$ cat src/rtl/uart_tx_arbiter_pkg.sv
// -----------------------------------------------------------------------------
// uart_tx_arbiter_pkg
//   Shared types and helpers for the uart_tx arbiter slice.
//   - arb_state_e   : arbiter FSM state encoding (idle / packet transfer)
//   - DefTimeoutCyc : default idle-cycle budget inside a packet before forced
//                     release (only used when UART_ARB_TIMEOUT_EN is defined)
//   - idx_w()       : index width for an N-entry one-hot, never less than 1
//   - cnt_w()       : idle counter width, at least MinIdleCntW bits
// -----------------------------------------------------------------------------
package uart_tx_arbiter_pkg;

   typedef enum logic [0:0] {
      StIdle = 1'b0,
      StXfer = 1'b1
   } arb_state_e;

   localparam int unsigned DefTimeoutCyc = 50000;
   localparam int unsigned MinIdleCntW   = 16;

   // Width needed to index n entries; a single entry still gets one bit.
   function automatic int unsigned idx_w(input int unsigned n);
      int unsigned w;
      w = (n > 1) ? unsigned'($clog2(n)) : 1;
      return w;
   endfunction

   // Counter must hold cyc itself, and is never narrower than MinIdleCntW.
   function automatic int unsigned cnt_w(input int unsigned cyc);
      int unsigned w;
      w = unsigned'($clog2(cyc + 1));
      if (w < MinIdleCntW) begin
         w = MinIdleCntW;
      end
      return w;
   endfunction

endpackage

$ cat src/rtl/uart_tx_arbiter_rr_pick.sv
// -----------------------------------------------------------------------------
// uart_tx_arbiter_rr_pick
//   Combinational round-robin selector. Starting at index ptr and searching
//   upward with wrap-around, picks the first asserted request bit.
//   Kept standalone so the rx dispatch path can reuse it.
// Ports
//   req    in   P_REQ_NUM   request vector
//   ptr    in   P_IDX_W     search start index (must be < P_REQ_NUM)
//   grant  out  P_REQ_NUM   one-hot of the chosen request, 0 if none
//   idx    out  P_IDX_W     binary index of the chosen request, 0 if none
//   found  out  1           at least one request is asserted
// -----------------------------------------------------------------------------
module uart_tx_arbiter_rr_pick
   import uart_tx_arbiter_pkg::*;
#(
   parameter int unsigned P_REQ_NUM = 4,
   parameter int unsigned P_IDX_W   = idx_w(P_REQ_NUM)
) (
   input  logic [P_REQ_NUM-1:0] req,
   input  logic [P_IDX_W-1:0]   ptr,
   output logic [P_REQ_NUM-1:0] grant,
   output logic [P_IDX_W-1:0]   idx,
   output logic                 found
);

   always_comb begin
      int unsigned k;
      logic [P_IDX_W-1:0] k_idx;
      grant = '0;
      idx   = '0;
      found = 1'b0;
      k     = 0;
      k_idx = '0;
      for (int unsigned i = 0; i < P_REQ_NUM; i++) begin
         // Candidate index (ptr + i) mod N; ptr < N so one subtraction suffices.
         k = 32'(ptr) + i;
         if (k >= P_REQ_NUM) begin
            k = k - P_REQ_NUM;
         end
         k_idx = P_IDX_W'(k);
         if (!found && req[k_idx]) begin
            found        = 1'b1;
            grant[k_idx] = 1'b1;
            idx          = k_idx;
         end
      end
   end

endmodule

$ cat src/rtl/uart_tx_arbiter.sv
// -----------------------------------------------------------------------------
// uart_tx_arbiter
//   Shares one uart_tx byte channel among P_REQ_NUM byte-stream requesters
//   with packet-locked round-robin arbitration: once granted, a requester
//   owns the channel until it transfers a byte flagged last. Data passes
//   through unaltered; the arbiter only sequences access.
//
//   Optional feature (macro UART_ARB_TIMEOUT_EN): an idle counter inside a
//   packet forces release after P_TIMEOUT_CYC cycles without a beat and
//   pulses o_timeout for one cycle. Without the macro o_timeout is tied 0.
//
// Ports
//   i_clk            in   1      system clock
//   i_rst            in   1      asynchronous, active-high reset
//   i_req_valid      in   N      per-requester byte valid
//   i_req_data       in   N*W    requester k's byte in [k*W +: W]
//   i_req_last       in   N      byte is the last of its packet
//   o_req_ready      out  N      per-requester accept (owner only)
//   o_uart_tx_data   out  W      byte to uart_tx
//   o_uart_tx_valid  out  1      byte valid to uart_tx
//   i_uart_tx_ready  in   1      uart_tx can accept a byte
//   o_grant          out  N      one-hot current owner, 0 when idle
//   o_busy           out  1      a packet is in progress
//   o_timeout        out  1      one-cycle pulse on forced release
// -----------------------------------------------------------------------------
module uart_tx_arbiter
   import uart_tx_arbiter_pkg::*;
#(
   parameter int unsigned P_REQ_NUM         = 4,
   parameter int unsigned P_UART_DATA_WIDTH = 8,
   parameter int unsigned P_TIMEOUT_CYC     = DefTimeoutCyc
) (
   input  logic                                   i_clk,
   input  logic                                   i_rst,
   input  logic [P_REQ_NUM-1:0]                   i_req_valid,
   input  logic [P_REQ_NUM*P_UART_DATA_WIDTH-1:0] i_req_data,
   input  logic [P_REQ_NUM-1:0]                   i_req_last,
   output logic [P_REQ_NUM-1:0]                   o_req_ready,
   output logic [P_UART_DATA_WIDTH-1:0]           o_uart_tx_data,
   output logic                                   o_uart_tx_valid,
   input  logic                                   i_uart_tx_ready,
   output logic [P_REQ_NUM-1:0]                   o_grant,
   output logic                                   o_busy,
   output logic                                   o_timeout
);

   localparam int unsigned N  = P_REQ_NUM;
   localparam int unsigned W  = P_UART_DATA_WIDTH;
   localparam int unsigned IW = idx_w(P_REQ_NUM);

   arb_state_e      state_q, state_d;
   logic [N-1:0]    grant_q, grant_d;
   logic [IW-1:0]   owner_q, owner_d;
   logic [IW-1:0]   ptr_q, ptr_d;

   logic [N-1:0]    pick_grant;
   logic [IW-1:0]   pick_idx;
   logic            pick_found;

   logic            xfer;
   logic            owner_valid;
   logic            owner_last;
   logic            beat;
   logic            idle_hit;
   logic [IW-1:0]   owner_next;
   logic [W-1:0]    owner_data;

   // ---------------------------------------------------------------------------
   // Round-robin choice, only consumed while idle
   // ---------------------------------------------------------------------------
   uart_tx_arbiter_rr_pick #(
      .P_REQ_NUM (N),
      .P_IDX_W   (IW)
   ) u_rr_pick (
      .req   (i_req_valid),
      .ptr   (ptr_q),
      .grant (pick_grant),
      .idx   (pick_idx),
      .found (pick_found)
   );

   // ---------------------------------------------------------------------------
   // Owner-side datapath (purely combinational, no added latency)
   // ---------------------------------------------------------------------------
   assign xfer        = (state_q == StXfer);
   assign owner_valid = i_req_valid[owner_q];
   assign owner_last  = i_req_last[owner_q];
   assign beat        = xfer & owner_valid & i_uart_tx_ready;

   // Pointer advances to the requester after the releasing owner, with wrap.
   assign owner_next  = (owner_q == IW'(N - 1)) ? '0 : owner_q + 1'b1;

   always_comb begin
      owner_data = '0;
      for (int unsigned k = 0; k < N; k++) begin
         if (owner_q == IW'(k)) begin
            owner_data = i_req_data[k*W +: W];
         end
      end
   end

   assign o_uart_tx_data  = owner_data;
   assign o_uart_tx_valid = xfer & owner_valid;
   // grant_q is zero whenever idle, so ready is naturally gated to the owner.
   assign o_req_ready     = grant_q & {N{i_uart_tx_ready}};
   assign o_grant         = grant_q;
   assign o_busy          = xfer;

   // ---------------------------------------------------------------------------
   // Optional in-packet idle timeout
   // ---------------------------------------------------------------------------
`ifdef UART_ARB_TIMEOUT_EN
   localparam int unsigned CW = cnt_w(P_TIMEOUT_CYC);

   logic [CW-1:0] idle_cnt_q, idle_cnt_d;
   logic          timeout_q;

   // Fires on the cycle that would bring the idle count to P_TIMEOUT_CYC.
   assign idle_hit = xfer & ~beat & (idle_cnt_q == CW'(P_TIMEOUT_CYC - 1));

   always_comb begin
      idle_cnt_d = idle_cnt_q;
      // Cleared while idle (so every new grant starts at 0) and on each beat.
      if (!xfer || beat || idle_hit) begin
         idle_cnt_d = '0;
      end else begin
         idle_cnt_d = idle_cnt_q + 1'b1;
      end
   end

   always_ff @(posedge i_clk or posedge i_rst) begin
      if (i_rst) begin
         idle_cnt_q <= '0;
         timeout_q  <= 1'b0;
      end else begin
         idle_cnt_q <= idle_cnt_d;
         timeout_q  <= idle_hit;
      end
   end

   assign o_timeout = timeout_q;
`else
   assign idle_hit  = 1'b0;
   assign o_timeout = 1'b0;
`endif

   // ---------------------------------------------------------------------------
   // Arbiter FSM
   // ---------------------------------------------------------------------------
   always_comb begin
      state_d = state_q;
      grant_d = grant_q;
      owner_d = owner_q;
      ptr_d   = ptr_q;
      case (state_q)
         StIdle: begin
            if (pick_found) begin
               grant_d = pick_grant;
               owner_d = pick_idx;
               state_d = StXfer;
            end
         end
         StXfer: begin
            if ((beat && owner_last) || idle_hit) begin
               grant_d = '0;
               ptr_d   = owner_next;
               state_d = StIdle;
            end
         end
         default: begin
            grant_d = '0;
            state_d = StIdle;
         end
      endcase
   end

   always_ff @(posedge i_clk or posedge i_rst) begin
      if (i_rst) begin
         state_q <= StIdle;
         grant_q <= '0;
         owner_q <= '0;
         ptr_q   <= '0;
      end else begin
         state_q <= state_d;
         grant_q <= grant_d;
         owner_q <= owner_d;
         ptr_q   <= ptr_d;
      end
   end

endmodule

$ cat config.mk
export PLATFORM = sky130hd
export DESIGN_NAME = uart_tx_arbiter
export DESIGN_NICKNAME = d
export VERILOG_FILES = /design/src/rtl/uart_tx_arbiter_pkg.sv /design/src/rtl/uart_tx_arbiter_rr_pick.sv /design/src/rtl/uart_tx_arbiter.sv
export SDC_FILE = /design/constraint.sdc
export NUM_CORES = 1
export LEC_CHECK = 0
export BUFFER_PORTS_ARGS = -buffer_cell sky130_fd_sc_hd__buf_4
export CAP_MARGIN = 20
export CORE_MARGIN = 8
export CORE_UTILIZATION = 33
export DETAILED_ROUTE_END_ITERATION = 7
export GPL_TIMING_DRIVEN = 1
export PLACE_DENSITY = 0.74
export RECOVER_POWER = 50
export SYNTH_ARGS = -nofsm -noshare
export SYNTH_HDL_FRONTEND = slang
export SYNTH_SLANG_ARGS = --single-unit
$ cat constraint.sdc
create_clock -name i_clk -period 5.6 [get_ports i_clk]
set_clock_uncertainty 0.2 [all_clocks]
set_input_delay 0.56 -clock i_clk [delete_from_list [all_inputs] [get_ports i_clk]]
set_output_delay 0.56 -clock i_clk [all_outputs]
set_load 0.05 [all_outputs]
==> results.yml <==
outcome:
  status: "completed"
global_route:
  overflow: 0
  grt_first_pass_wirelength_um: 5560
  grt_max_degree: 18
  grt_usage: 0.123
  antenna_found_initial: 0
  grt_pass1_vias: 1211
sta:
  setup_viol: 0
  hold_violations: 0
  period_minus_slack_ns: 3.13
  max_freq_ghz: 0.320
  maxSlewHeadroom: 0.580
  period_share: 0.559
  finalSetupTns_ns: 0
  grt_setup_unrepaired: "no"
  worstMarginPinSlew_ns: 0.630
  maxSlewViolCount: 0
cts:
  cts_setup_buffers: 0
  cts_tree: "done"
  clkLatencyLatePin_ns: 0.26
  cts_inserted_buffers: 3
  ctsResizeCount: 0
  cts_sinks: 9
  clk_pin_slew_worst_paths_ns: 0.06
  ctsRootBufferMaster: "clkbuf_4"
  h-tree-depth: 1
  holdBufCountCts: 0
  max-clock-path-buffers: 2
synth:
  yosys_register_bits: 9
  synthXorXnorAreaFrac: 0
  async_flop_share: 1.00
  synth_top_family_by_area: "compound AO/OA/AOI/OAI gates"
  synthMuxAreaShare: 0.144
  syn_area_per_cell_um2: 8.30
  yosysSeqAreaShare: 0.195
  synthFlopType: "dfrtp_1"
  netlist_instances: 139
  syn_nets: 193
  synthAdderAreaFrac: 0.119
  syn_area_um2: 1150
  synth_compound_area_frac: 0.281
  ys.warnings.count: 0
  synthSimpleGateAreaFrac: 0.197
  yosysUniqueCellTypes: 33
  synth_edf_count: 0
floorplanning:
  die_x_um: 75.1
  ios: 62
  start_util: 0.346
  dieArea_um2: 5640
  core_area_um2: 3340
  fp-row-count: 21
  die_h_um: 75.1
power_and_ir_drop:
  pwr-share-seq: 0.151
  p_leak_nw: 0.743
  clkPwrFrac: 0.050
  peakVddDrop_mv: 0.228
  internal_power_w: 0.000409
  p_sw_frac: 0.589
  p_switching_w: 0.000586
  pwr-share-comb: 0.799
  p_per_area_nw_per_um2: 618
worst_setup_path:
  r2r-end: "o_grant[0]"
  cp_max_fo: 11
  ff2ff_path_depth: 7
  r2r-start: "ptr_q[0]"
  r2r_slack_ns: 2.52
  crit_required_ns: 4.84
  arrival_ns: 2.37
  end_kind: "primary output"
  critPathKind: "flop to primary output"
  cp-start-kind: "flop"
detailed_routing:
  routedWlPerCell_um: 14.6
  drt_wl_total_um: 3520
  ant_nets: 0
  drt_iter0_markers: 85
  num_vias: 1222
  viasPerCell: 5.07
  first_pass_iters: 4
  drc: 0
cells_and_area:
  multiInputGateArea_um2: 860
  final.fill_count: 347
  diodes: 0
  layout.nets: 250
  area_growth_pct: 39.7
  fin_util: 0.483
  drive_gt1_frac: 0.328
  regArea_um2: 225
place:
  numPortBuffers: 60
  hpwl_um: 2900
  gp_congestion: 0.814
min_path:
  min_path_type: "input port to asynchronous set/reset pin"
job:
  max_cap_viol_count: 0
-- synth_stat cells, drive strengths merged, types with 2 or more instances --
cell	count	area [um2]
o21ai	15	75.1
nand2	14	52.6
a21oi	13	65.1
a22oi	11	82.6
ha	11	138
dfrtp	9	225
nor2	8	30.0
inv	7	26.3
and2	6	37.5
mux4	6	135
clkbuf	5	18.8
nand2b	5	31.3
nand3	5	30.0
a221o	4	40.0
buf	3	23.8
mux2i	2	20.0
nand3b	2	15.0
nor2b	2	15.0
o21a	2	15.0
-- per-stage QoR --
| stage | power [W] | hold slack [ns] | setup slack, ns | instances | instance area [um2] |
|---|---|---|---|---|---|
| CTS | 0.00102 | 0.0777 | 2.48 | 241 | 1650 |
| global placement | 0.000951 | 0.313 | 2.68 | 237 | 1620 |
| floorplan | 0.000764 | 0.188 | 2.48 | 139 | 1150 |
| finish | 0.000995 | 0.0688 | 2.47 | 241 | 1610 |
| detailed placement | 0.000964 | 0.324 | 2.57 | 237 | 1620 |
| global route | 0.00109 | 0.0904 | 2.18 | 241 | 1610 |
-- cell families (layout without fill, tap and decap cells) --
logic type,after synthesis,count (layout)
compound gates,51,51
fa+ha+maj,11,11
buf+inv,15,71
flops,9,9
mux,9,9
other cells,1,1
simple gates,43,43
-- power by group through the flow --
stage	sequential, W	combinational [W]	clock, W
5_1_grt	0.000160	0.000871	0.0000551
3_5_place_dp	0.000152	0.000812	0
2_1_floorplan	0.000177	0.000588	0
3_3_place_gp	0.000150	0.000801	0
6_report	0.000150	0.000795	0.0000501
4_1_cts	0.000151	0.000814	0.0000511
-- per-layer routing --
metal,vias to the layer above,track usage,share of wire
li1,625,-,-
met1,569,0.150,0.41
met2,24,0.210,0.53
met3,4,0.0173,0.047
met4,0,0.0457,0.013
met5,-,0,0
-- worst max-delay path: stages, from the launching register on --
cell and delay, ns:
dfrtp_1 0.49, inv_1 0.12, ha_1 0.33, nor2b_1 0.44
a22oi_1 0.13, nor2_1 0.11, a21oi_1 0.05, o21ai_0 0.21
buf_4 0.23
-- placed cells by master, fill, tap and decap left out --
cell type  instances
clkbuf_4           4
mux4_2             6
and2_1             6
o31ai_1            1
mux2i_1            2
o31a_1             1
clkbuf_1          10
nand3_2            1
o22ai_1            1
nor2b_2            1
a211oi_1           1
a21o_1             1
a221o_1            4
nand2b_1           5
nand3b_1           2
nor2b_1            1
nand2_1           14
mux2_2             1
a21oi_1           13
conb_1             1
nor3_4             1
a22oi_1           11
o21ai_1            5
ha_1              11
o21ai_0           10
a221oi_1           1
dfrtp_1            9
nand3_1            4
nor2_1             8
buf_4             50
inv_1              7
o21a_1             2
-- sequential cells by signal (all words and copies together) (netlist names) --
name	count
o_grant	4
owner_q	2
ptr_q	2
o_busy	1
-- layout make-up --
type | instances | share of cell area
Inverter | 7 | 0.0163
Tap cell | 46 | 0.0357
Timing Repair Buffer | 60 | 0.259
Multi-Input combinational cell | 115 | 0.533
Sequential cell | 9 | 0.140
Clock buffer | 4 | 0.0163
-- worst max-delay path by stage --
stage / cells after the start / from / to / slack [ns]
floorplan: 6 / owner_q[0] / o_uart_tx_data[1] / 2.48
global placement: 7 / ptr_q[0] / o_grant[2] / 2.68
global route: 8 / owner_q[1] / o_uart_tx_data[2] / 2.18
CTS: 8 / owner_q[1] / o_uart_tx_data[5] / 2.48
finish: 8 / owner_q[1] / o_uart_tx_data[5] / 2.47
detailed placement: 7 / ptr_q[0] / o_grant[0] / 2.57
Power figures use the tool's default switching activity.
